$ cat src/rtl/deck_shuffler.sv
`timescale 1ns/1ps
// Deck shuffler: Fisher-Yates shuffle of eight symbol pairs over 16 slots,
// using a free-running 16-bit Fibonacci LFSR with rejection sampling.
module deck_shuffler #(
  parameter logic [15:0] SEED = 16'hACE1
) (
  input  logic        clk,
  input  logic        rst_n,
  input  logic        start,
  output logic        busy,
  output logic        done,
  output logic        valid,
  output logic [63:0] card_map
);

  // An all-zero seed would lock the LFSR, so it is promoted to 1.
  localparam logic [15:0] SEED_EFF = (SEED == 16'h0000) ? 16'h0001 : SEED;
  localparam logic [63:0] INIT_MAP = 64'h7766554433221100;

  typedef enum logic [2:0] {IDLE, FILL, DRAW, SWAP, DONE} state_t;

  state_t      state;
  state_t      state_nxt;
  logic [15:0] lfsr;
  logic        lfsr_fb;
  logic [3:0]  i;
  logic [3:0]  j;
  logic [3:0]  mask;
  logic [3:0]  r;
  logic        draw_ok;

  assign lfsr_fb = lfsr[15] ^ lfsr[13] ^ lfsr[12] ^ lfsr[10];

  // Smallest all-ones mask covering i keeps the rejection rate below one half.
  always_comb begin
    mask = 4'h1;
    if (i >= 4'd8)      mask = 4'hF;
    else if (i >= 4'd4) mask = 4'h7;
    else if (i >= 4'd2) mask = 4'h3;
    r       = lfsr[3:0] & mask;
    draw_ok = (r <= i);
  end

  always_ff @(posedge clk) begin
    if (!rst_n) state <= IDLE;
    else        state <= state_nxt;
  end

  always_comb begin
    state_nxt = state;
    case (state)
      IDLE:    if (start) state_nxt = FILL;
      FILL:    state_nxt = DRAW;
      DRAW:    if (draw_ok) state_nxt = SWAP;
      SWAP:    state_nxt = (i == 4'd1) ? DONE : DRAW;
      DONE:    state_nxt = IDLE;
      default: state_nxt = IDLE;
    endcase
  end

  assign busy = (state == FILL) || (state == DRAW) || (state == SWAP);
  assign done = (state == DONE);

  // valid rises on entry to DONE so it is already high during the done pulse.
  always_ff @(posedge clk) begin
    if (!rst_n) begin
      lfsr     <= SEED_EFF;
      i        <= 4'd15;
      j        <= 4'd0;
      valid    <= 1'b0;
      card_map <= INIT_MAP;
    end else begin
      lfsr <= {lfsr[14:0], lfsr_fb};
      case (state)
        FILL: begin
          card_map <= INIT_MAP;
          valid    <= 1'b0;
          i        <= 4'd15;
        end
        DRAW: if (draw_ok) j <= r;
        SWAP: begin
          card_map[{i, 2'b00} +: 4] <= card_map[{j, 2'b00} +: 4];
          card_map[{j, 2'b00} +: 4] <= card_map[{i, 2'b00} +: 4];
          if (i == 4'd1) valid <= 1'b1;
          else           i     <= i - 4'd1;
        end
        default: ;
      endcase
    end
  end

endmodule

$ cat config.mk
export PLATFORM = sky130hd
export DESIGN_NAME = deck_shuffler
export DESIGN_NICKNAME = d
export VERILOG_FILES = /design/src/rtl/deck_shuffler.sv
export SDC_FILE = /design/constraint.sdc
export NUM_CORES = 1
export LEC_CHECK = 0
export BUFFER_PORTS_ARGS = -buffer_cell sky130_fd_sc_hd__buf_2
export CORE_ASPECT_RATIO = 2
export CORE_MARGIN = 3
export CORE_UTILIZATION = 23
export DETAILED_ROUTE_END_ITERATION = 12
export PLACE_DENSITY = 0.4
export SYNTH_ARGS = -nofsm -noshare
export SYNTH_HDL_FRONTEND = slang
export SYNTH_SLANG_ARGS = --single-unit
$ cat constraint.sdc
create_clock -name clk -period 3.9 [get_ports clk]
set_clock_uncertainty 0.2 [all_clocks]
set_input_delay 0.39 -clock clk [delete_from_list [all_inputs] [get_ports clk]]
set_output_delay 0.39 -clock clk [all_outputs]
set_load 0.1 [all_outputs]
==> results.tsv, run 1 <==
metric	value	unit
Yosys warnings	0	
reg2reg end	card_map[33]$_SDFFE_PN0P_	
Top Ports	70	
Iter 0 DRT Violations	608	
Total Neg Setup Slack	0	ns
Seq/Total Area, Yosys	32.1	%
reg2reg path depth	9	
RSZ-0062 raised after global routing	no	
HP Class	in2reg	
Synth Register Bits	92	
status	completed	
Synth Area per Inst	8.82	um2
most common flop cell mapped by yosys	dfxtp_1	
# Max-Cap Violations	0	
Placed Cells	1031	
post-synth top area share	32.1	%
reg2reg start	j[0]$_SDFFE_PN0P_	
crit path launch type	register	
nets@finish	723	
antenna fix cells	0	
routability cong.	0.913	
Total Routing Usage GR	19.7	%
CP endpoint kind	register	
min Tclk post-route	3.17	ns
final hold vios	0	
Max IR drop VDD	0.000213	V
Yosys top cell by area	dfxtp_1	
HP Start	start	
total length of routed wires	27100	um
fmax	315	MHz
met2 GRT Util	37.2	%
Tcrit/Tclk final	81.3	%
leading cell type in the layout, fill and taps excluded	dfxtp_1	
most frequent cells in the layout	dfxtp_1, buf_2, nor2_1	
DR WL/cell	25.9	um
Critical Path RT	3.99	ns
post-CTS setup repair buffer count	0	
number of H-tree levels	3	
met1 Use GR	19.2	%
initial antenna violation count	0	
Die Ht	229	um
DP HPWL	20800	um
Post-synth EDFFs	0	
clock-pin transition on the worst setup and hold timing paths	0.07	ns
I/O Buffers	69	
Slew @ Worst Pin	0.985	ns
Area Growth Syn to Fin	17.4	%
CTS buffer count	9	
CP arrival	3.26	ns
drc violations	0	
clock root cell	clkbuf_16	
Worst Path Max Fanout	11	
Finished Layout Cells	1047	
leak pwr	2.47	nW
Hold Buf Count CTS	0	
netlist area before placement	5730	um2
power per cell area	344	nW/um2
syn_nets	663	
Worst Path Class, Setup	reg2reg	
asr flop ratio synth	0	%
CTS resizes	0	
GRT busiest layer	met2	
Synth cell types	75	
drt via density	5.52	
max_slew headroom	34.3	%
Initial Utilization	23.4	%
proportion of layout cells with a drive suffix above 1	21.7	%
top cells by area, synth	dfxtp_1, mux4_2, nor2_1, mux2i_1, nand2_1	
GRT met3 Usage	3.39	%
Hold Path Cell Cnt	3	
die area	27000	um2
CTS tree	yes	
Antenna Nets Post-Route	0	
Pins Over Slew Limit	0	
Pre-antenna DRT Iters	5	
Hold Path End	state[0]$_SDFFE_PN0P_	
CTS Buffer Depth	2	
clk sinks	92	
reg2reg setup slack	0.73	ns
Mapped Cells	650	
setup violators final	0	
vias in the first global route	5870	
GR Overflow Total	0	
via count	5782	
pin count of the biggest net entering global routing	35	
worst-skew pair later-pin latency	0.38	ns
Chip Width	118	um
core area	24500	um2
FP Rows	81	
first-pass GRT wire length	39200	um
-- per-layer routing --
| layer | vias up | part of all wire [%] |
|---|---|---|
| met1 | 2837 | 34 |
| met4 | 0 | 7.3 |
| met5 | - | 0 |
| li1 | 2583 | - |
| met2 | 263 | 54 |
| met3 | 99 | 4.7 |
-- critical path: stages, from the launching register on --
cell and delay [ns]:
dfxtp_2 0.32, inv_1 0.13, ha_1 0.40, nor3b_1 0.09, buf_4 0.20, o21ai_1 0.55, o311ai_0 0.25, a21oi_1 0.64
a22oi_1 0.19, o31ai_1 0.11
-- worst max-delay path by stage --
stage | cells past startpoint | slack, ns | end | from
after CTS | 7 | 0.74 | card_map[49]$_SDFFE_PN1P_ | j[2]$_SDFFE_PN0P_
after detailed placement | 9 | 0.77 | card_map[32]$_SDFFE_PN0P_ | j[0]$_SDFFE_PN0P_
final | 9 | 0.73 | card_map[33]$_SDFFE_PN0P_ | j[0]$_SDFFE_PN0P_
after floorplan | 11 | 1.03 | card_map[4]$_SDFFE_PN0P_ | j[1]$_SDFFE_PN0P_
after global placement | 9 | 0.74 | card_map[32]$_SDFFE_PN0P_ | j[0]$_SDFFE_PN0P_
after global routing | 7 | 0.51 | card_map[18]$_SDFFE_PN0P_ | j[1]$_SDFFE_PN0P_
-- cell usage after synthesis (3+ instances only) --
| library cell | n |
|---|---|
| nor2_1 | 62 |
| ha_1 | 10 |
| o32a_1 | 4 |
| buf_2 | 15 |
| buf_6 | 6 |
| a211oi_1 | 6 |
| nand3b_1 | 3 |
| o211ai_1 | 9 |
| o21a_1 | 14 |
| nor3b_1 | 5 |
| a21oi_1 | 25 |
| buf_4 | 3 |
| o31ai_1 | 4 |
| nand3_1 | 21 |
| mux2i_1 | 19 |
| o221ai_1 | 5 |
| inv_1 | 29 |
| nor2b_1 | 11 |
| o22ai_1 | 5 |
| nand2b_1 | 15 |
| o21ai_2 | 3 |
| a222oi_1 | 5 |
| a31oi_1 | 7 |
| dfxtp_1 | 92 |
| a2bb2oi_1 | 5 |
| a21o_1 | 4 |
| mux4_2 | 25 |
| nand2_1 | 49 |
| a22oi_1 | 16 |
| buf_1 | 4 |
| o21ai_1 | 7 |
| nand4_1 | 5 |
| o21ai_0 | 23 |
| inv_2 | 3 |
| nor3_1 | 20 |
| clkbuf_1 | 13 |
| a31o_2 | 4 |
| or3b_1 | 3 |
| and2_1 | 14 |
| or3_1 | 7 |
| a221o_1 | 13 |
| a221oi_1 | 14 |
| and3_1 | 3 |
-- state kept, by name, summed over array words and instances, names as in the netlist --
register / flops
lfsr: 16
j: 4
valid: 1
state: 3
i: 4
card_map: 64
-- cell type report --
cell class,instances,area [um2]
clock buffer,10,239
clock inverter,6,68.8
fill,2712,17800
inverter,33,124
multi-input combinational,483,3520
sequential,92,1840
tap,332,415
timing repair buffer,91,510
-- cells by family after synthesis --
family,count (synthesis),synth area share [%]
adders and majority gates,10,2.18
and+or+nand+nor,233,20.5
DFF,92,32.1
muxes,46,13.6
xor gates and xnor gates,3,0.459
AOI/OAI and AO/OA,191,24.7
buffers and inverters,75,6.42
-- report_power, final --
part / internal, mW / switching [mW]
Clock: 0.520 / 0.422
Combinational: 0.111 / 0.289
Sequential: 0.959 / 0.0157
Total: 1.59 / 0.726
-- stage by stage --
step	total power, mW	hold slack, ns	instance area (um2)	utilization, %	setup slack, ns
after floorplan	1.26	0.186	5730	-	1.03
after global placement	1.39	0.191	6420	26.2	0.737
after detailed placement	1.39	0.196	6420	26.2	0.774
after CTS	2.34	0.0803	6730	27.4	0.740
after global routing	2.39	0.121	6730	27.4	0.508
final	2.32	0.0959	6730	27.4	0.729
No activity file was read; power rests on OpenSTA's default activity.
==> run 2: changes to the inputs <==
--- a/config.mk
+++ b/config.mk
@@ -5,6 +5,7 @@
 export SDC_FILE = /design/constraint.sdc
 export NUM_CORES = 1
 export LEC_CHECK = 0
+export ABC_AREA = 1
 export BUFFER_PORTS_ARGS = -buffer_cell sky130_fd_sc_hd__buf_2
 export CORE_ASPECT_RATIO = 2
 export CORE_MARGIN = 3
==> constraint.sdc (replaced) <==
create_clock -name clk -period 2.76 [get_ports clk]
set_clock_uncertainty 0.2 [all_clocks]
set_input_delay 0.276 -clock clk [delete_from_list [all_inputs] [get_ports clk]]
set_output_delay 0.276 -clock clk [all_outputs]
set_load 0.1 [all_outputs]
==> results.tsv, run 2 <==
metric	value	unit
Initial Utilization	23.4	%
Area Growth Syn to Fin	20.4	%
Tcrit/Tclk final	95.0	%
total power	4.34	mW
DR WL met2	18100	um
initial antenna violation count	0	
Top Ports	70	
Chip Width	128	um
reg2reg start	i[0]$_SDFFE_PN1P_	
HP Class	in2reg	
Yosys top cell by area	dfxtp_1	
nets@finish	1237	
# fillers	3359	
reg2reg end	card_map[38]$_SDFFE_PN1P_	
top cells by area, synth	dfxtp_1, nand2_1, nand3_1, inv_1, a21oi_1	
Hold Buf Count CTS	0	
Worst Path Max Fanout	14	
max_slew headroom	51.7	%
M1 wire length	11700	um
Worst Path Class, Setup	reg2reg	
Die Ht	249	um
final hold vios	0	
# Max-Cap Violations	0	
Hold Path Cell Cnt	3	
total length of routed wires	33200	um
Yosys warnings	0	
most flop-heavy register	card_map	
first-pass GRT wire length	49100	um
Commonest cells post-synth	nand2_1, inv_1, nand3_1, dfxtp_1, a21oi_1	
Antenna Nets Post-Route	0	
most common flop cell mapped by yosys	dfxtp_1	
Iter 0 DRT Violations	620	
Synth cell types	42	
min Tclk post-route	2.62	ns
die area	31800	um2
most frequent cells in the layout	nand2_1, inv_1, nand3_1	
Total Routing Usage GR	20.9	%
post-CTS setup repair buffer count	0	
max reg flops	64	
Seq/Total Area, Yosys	27.0	%
RSZ-0062 raised after global routing	no	
DR WL/cell	20.9	um
Max IR drop VDD	0.000350	V
GR Overflow Total	0	
crit path launch type	register	
Slew @ Worst Pin	0.724	ns
drc violations	0	
worst-skew pair later-pin latency	0.39	ns
pin count of the biggest net entering global routing	35	
routability cong.	0.963	
drt via density	4.80	
CP endpoint kind	register	
clk sinks	92	
Final Hold Slack	0.0270	ns
number of H-tree levels	3	
post-synth top area share	27.0	%
clock root cell	clkbuf_16	
leading cell type in the layout, fill and taps excluded	nand2_1	
CTS Buffer Depth	2	
registers with the most flip-flops	card_map: 64 flops, lfsr: 16 flops	
CP arrival	2.70	ns
fmax	381	MHz
I/O Buffers	69	
CTS tree	yes	
Synth Register Bits	92	
top-count cell post-synth	nand2_1	
status	completed	
netlist area before placement	6810	um2
syn_nets	1140	
Max Used Layer	met4	
CTS resizes	0	
Pins Over Slew Limit	0	
CTS buffer count	9	
Mapped Cells	1127	
metal3 WL	1270	um
reg2reg setup slack	0.14	ns
leak pwr	3.82	nW
clock-pin transition on the worst setup and hold timing paths	0.08	ns
DP HPWL	26300	um
proportion of layout cells with a drive suffix above 1	20.9	%
via count	7624	
Pre-antenna DRT Iters	5	
core area	29100	um2
antenna fix cells	0	
HP Start	start	
Critical Path RT	2.84	ns
vias in the first global route	7762	
power per cell area	530	nW/um2
Total Neg Setup Slack	0	ns
Synth Area per Inst	6.04	um2
fin util	28.2	%
reg2reg path depth	13	
FP Rows	88	
setup violators final	0	
asr flop ratio synth	0	%
Hold Path End	state[0]$_SDFFE_PN0P_	
Post-synth EDFFs	0	
[run 2: cell types whose count changed after synthesis, moves of 25 or more]
cell     change
nand3_1     +94
a21oi_1     +41
nand4_1     +33
nand2_1    +356
inv_1       +88
mux4_2      -25
[run 2: critical path: stages, from the launching register on]
cell and delay [ns]:
dfxtp_2 0.36, inv_4 0.22, buf_4 0.27, nand2_1 0.07, nand3_1 0.08, nand3_1 0.11
nand3_1 0.18, nand2_1 0.23, nand3_1 0.27, inv_1 0.15, nand2_1 0.08, nand3_1 0.13
nand2_1 0.11, nand2_1 0.05
[run 2: cell families (layout without fill, tap and decap cells)]
| family | after synthesis | after routing | synth area share (%) |
|---|---|---|---|
| buffers and inverters | 196 | 298 | 12.7 |
| XOR/XNOR | 2 | 2 | 0.257 |
| adder cells (fa/ha/maj) | 10 | 10 | 1.84 |
| flip-flops | 92 | 92 | 27.0 |
| AND/OR/NAND/NOR | 693 | 693 | 47.3 |
| AO/OA/AOI/OAI | 134 | 134 | 10.9 |
[run 2: layout make-up]
type                    instances  area (um2)  area share [%]
clock buffers                   9         225            2.75
clock inverters                 7        77.6           0.947
inverters                     143         553            6.75
multi-input cells             839        4120            50.3
flip-flops and latches         92        1840            22.5
well taps                     360         450            5.50
repair buffers                139         925            11.3
[run 2: per-stage QoR]
stage                     worst slack, ns  std cells  cell area [um2]
final                               0.138       1589             8200
after floorplan                     0.510       1127             6810
after detailed placement            0.159       1573             7880
after global routing              0.00446       1589             8200
after CTS                           0.133       1589             8180
after global placement              0.150       1573             7880
[run 2: power by group]
| group | internal [mW] | switching, mW |
|---|---|---|
| clock network | 0.640 | 0.663 |
| logic | 0.422 | 1.18 |
| registers | 1.38 | 0.0503 |
| total | 2.44 | 1.90 |
[run 2: layer usage]
metal / vias up / GRT usage (%)
met3: 85 / 2.51
met5: - / 0
li1: 3797 / -
met1: 3510 / 21.8
met2: 232 / 39.0
met4: 0 / 12.5
[run 2: worst max path at each step]
stage	from	end	slack, ns	depth (start not counted)
after global placement	j[0]$_SDFFE_PN0P_	card_map[16]$_SDFFE_PN0P_	0.15	12
final	i[0]$_SDFFE_PN1P_	card_map[38]$_SDFFE_PN1P_	0.14	13
after global routing	i[0]$_SDFFE_PN1P_	card_map[38]$_SDFFE_PN1P_	0.004	12
after CTS	j[0]$_SDFFE_PN0P_	card_map[16]$_SDFFE_PN0P_	0.13	12
after floorplan	card_map[43]$_SDFFE_PN0P_	card_map[55]$_SDFFE_PN0P_	0.51	11
after detailed placement	i[2]$_SDFFE_PN1P_	j[2]$_SDFFE_PN0P_	0.16	11
==> run 3: changes to the inputs <==
--- a/config.mk
+++ b/config.mk
@@ -12,6 +12,7 @@
 export CORE_UTILIZATION = 23
 export DETAILED_ROUTE_END_ITERATION = 12
 export PLACE_DENSITY = 0.4
+export SETUP_SLACK_MARGIN = 0.5
 export SYNTH_ARGS = -nofsm -noshare
 export SYNTH_HDL_FRONTEND = slang
 export SYNTH_SLANG_ARGS = --single-unit
==> results.tsv, run 3 (synthesized netlist as in run 2, its figures left out) <==
metric	value	unit
routability cong.	0.963	
Comb power frac	43.7	%
final hold vios	0	
Top Ports	70	
power per cell area	498	nW/um2
clock-pin transition on the worst setup and hold timing paths	0.08	ns
core area	29100	um2
Worst Path Max Fanout	7	
most flop-heavy register	card_map	
first-pass GRT wire length	49400	um
Total Routing Usage GR	21.0	%
fmax	435	MHz
Pre-antenna DRT Iters	5	
max reg flops	64	
antenna fix cells	0	
Tcrit/Tclk final	83.3	%
crit path launch type	register	
HP Start	start	
HP Class	in2reg	
leading cell type in the layout, fill and taps excluded	nand2_1	
Finished Layout Cells	1660	
total length of routed wires	35400	um
Final Hold Slack	0.0310	ns
Post-DP Area	7880	um2
clock root cell	clkbuf_16	
vias in the first global route	7950	
RSZ-0062 raised after global routing	yes	
worst-skew pair later-pin latency	0.38	ns
CTS tree	yes	
Critical Path RT	2.87	ns
Clk pwr share	26.7	%
drc violations	0	
Final Cell Area	9810	um2
initial antenna violation count	0	
drt via density	4.88	
status	completed	
fin util	33.8	%
Seq pwr share	29.6	%
GR Overflow Total	0	
number of H-tree levels	3	
leak pwr	4.45	nW
DP HPWL	26300	um
Max IR drop VDD	0.000358	V
Pins Over Slew Limit	0	
DR WL/cell	21.3	um
proportion of layout cells with a drive suffix above 1	36.5	%
Total Neg Setup Slack	0	ns
cell-internal power	2.75	mW
Iter 0 DRT Violations	619	
registers with the most flip-flops	card_map: 64 flops, lfsr: 16 flops	
Worst Path Class, Setup	reg2reg	
nets@finish	1308	
pin count of the biggest net entering global routing	35	
clk sinks	92	
min Tclk post-route	2.30	ns
CTS buffer count	9	
die area	31800	um2
FP Rows	88	
Initial Utilization	23.4	%
Hold Buf Count CTS	0	
CP Launch Point	j[0]$_SDFFE_PN0P_	
Die Ht	249	um
most frequent cells in the layout	nand2_1, inv_1, buf_4	
area occupied by multi-input gates	4820	um2
register area	1860	um2
CP endpoint kind	register	
CTS Buffer Depth	2	
via count	8094	
# Max-Cap Violations	0	
CP arrival	2.41	ns
Sw Pwr	2.14	mW
Area Growth Syn to Fin	44.1	%
Placed Cells	1573	
setup violators final	0	
# fillers	3253	
sw frac	43.8	%
Slew @ Worst Pin	0.751	ns
max_slew headroom	49.9	%
Chip Width	128	um
reg2reg start	j[0]$_SDFFE_PN0P_	
I/O Buffers	69	
Antenna Nets Post-Route	0	
## run 3: cell types whose count changed in the layout (fill, tap and decap cells not counted), moves of 15 or more
cell     before  now
buf_4        65   96
buf_6         1   23
inv_1       117  102
nand2_1     405  351
nand2_2      16   48
nand2_4       4   24
nand3_1     114   93
nand3_2       9   26
nor2_1       58   36
nor2_4       12   27
o21ai_0      38   20
## run 3: worst max-delay path: stages (launching register included)
cell and delay (ns):
dfxtp_4 0.48, buf_12 0.18, buf_12 0.15, nand2_4 0.05
nand2_2 0.07, nor2_2 0.05, nor2_2 0.14, nand2_2 0.10
nand2_4 0.10, buf_6 0.10, nand4_1 0.07, buf_4 0.16
nor2_1 0.16, nor2_4 0.08, o21ai_1 0.11
## run 3: layer usage
| metal | global-route usage [%] | vias up | part of all wire, % | routed length, um |
|---|---|---|---|---|
| met5 | 0 | - | 0 | 0 |
| met4 | 14.1 | 0 | 6.9 | 2440 |
| met3 | 2.19 | 100 | 3.6 | 1280 |
| met2 | 38.9 | 260 | 54 | 19200 |
| met1 | 21.6 | 3782 | 35 | 12400 |
| li1 | - | 3952 | - | - |
## run 3: cell type report
class,instances,share of cell area [%]
Clock inverter,7,0.790
Sequential cell,92,18.9
Timing Repair inverter,1,0.0892
Tap cell,360,4.59
Timing Repair Buffer,209,17.9
Inverter,143,6.21
Multi-Input combinational cell,839,49.2
Clock buffer,9,2.29
## run 3: power groups by stage
stage / logic [mW] / clock network [mW] / registers, mW
final: 2.14 / 1.30 / 1.45
after global routing: 2.24 / 1.39 / 1.45
after CTS: 1.75 / 1.35 / 1.44
after detailed placement: 1.59 / 0 / 1.47
after global placement: 1.60 / 0 / 1.47
after floorplan: 0.804 / 0 / 1.64
## run 3: final timing paths
path	endpoint	slack, ns	cells past startpoint
setup / recovery	card_map[21]$_SDFFE_PN1P_	0.46	14
hold / removal	state[0]$_SDFFE_PN0P_	0.03	3
setup reg to reg	card_map[21]$_SDFFE_PN1P_	0.46	14
hold reg to reg	lfsr[12]$_SDFF_PN0_	0.22	2
## run 3: per-stage QoR
stage          power, mW  worst slack, ns
6_report            4.88            0.462
5_1_grt             5.08            0.365
4_1_cts             4.54            0.487
3_5_place_dp        3.06            0.159
3_3_place_gp        3.06            0.150
2_1_floorplan       2.44            0.510
## run 3: timing repair
action / CTS / global route
buffers inserted: 22 / 42
endpoints found under the setup margin: 68 / 72
gates cloned: 0 / 7
endpoints found under the hold margin: 0 / 0
pin swaps: 15 / 74
gates resized for setup: 86 / 192
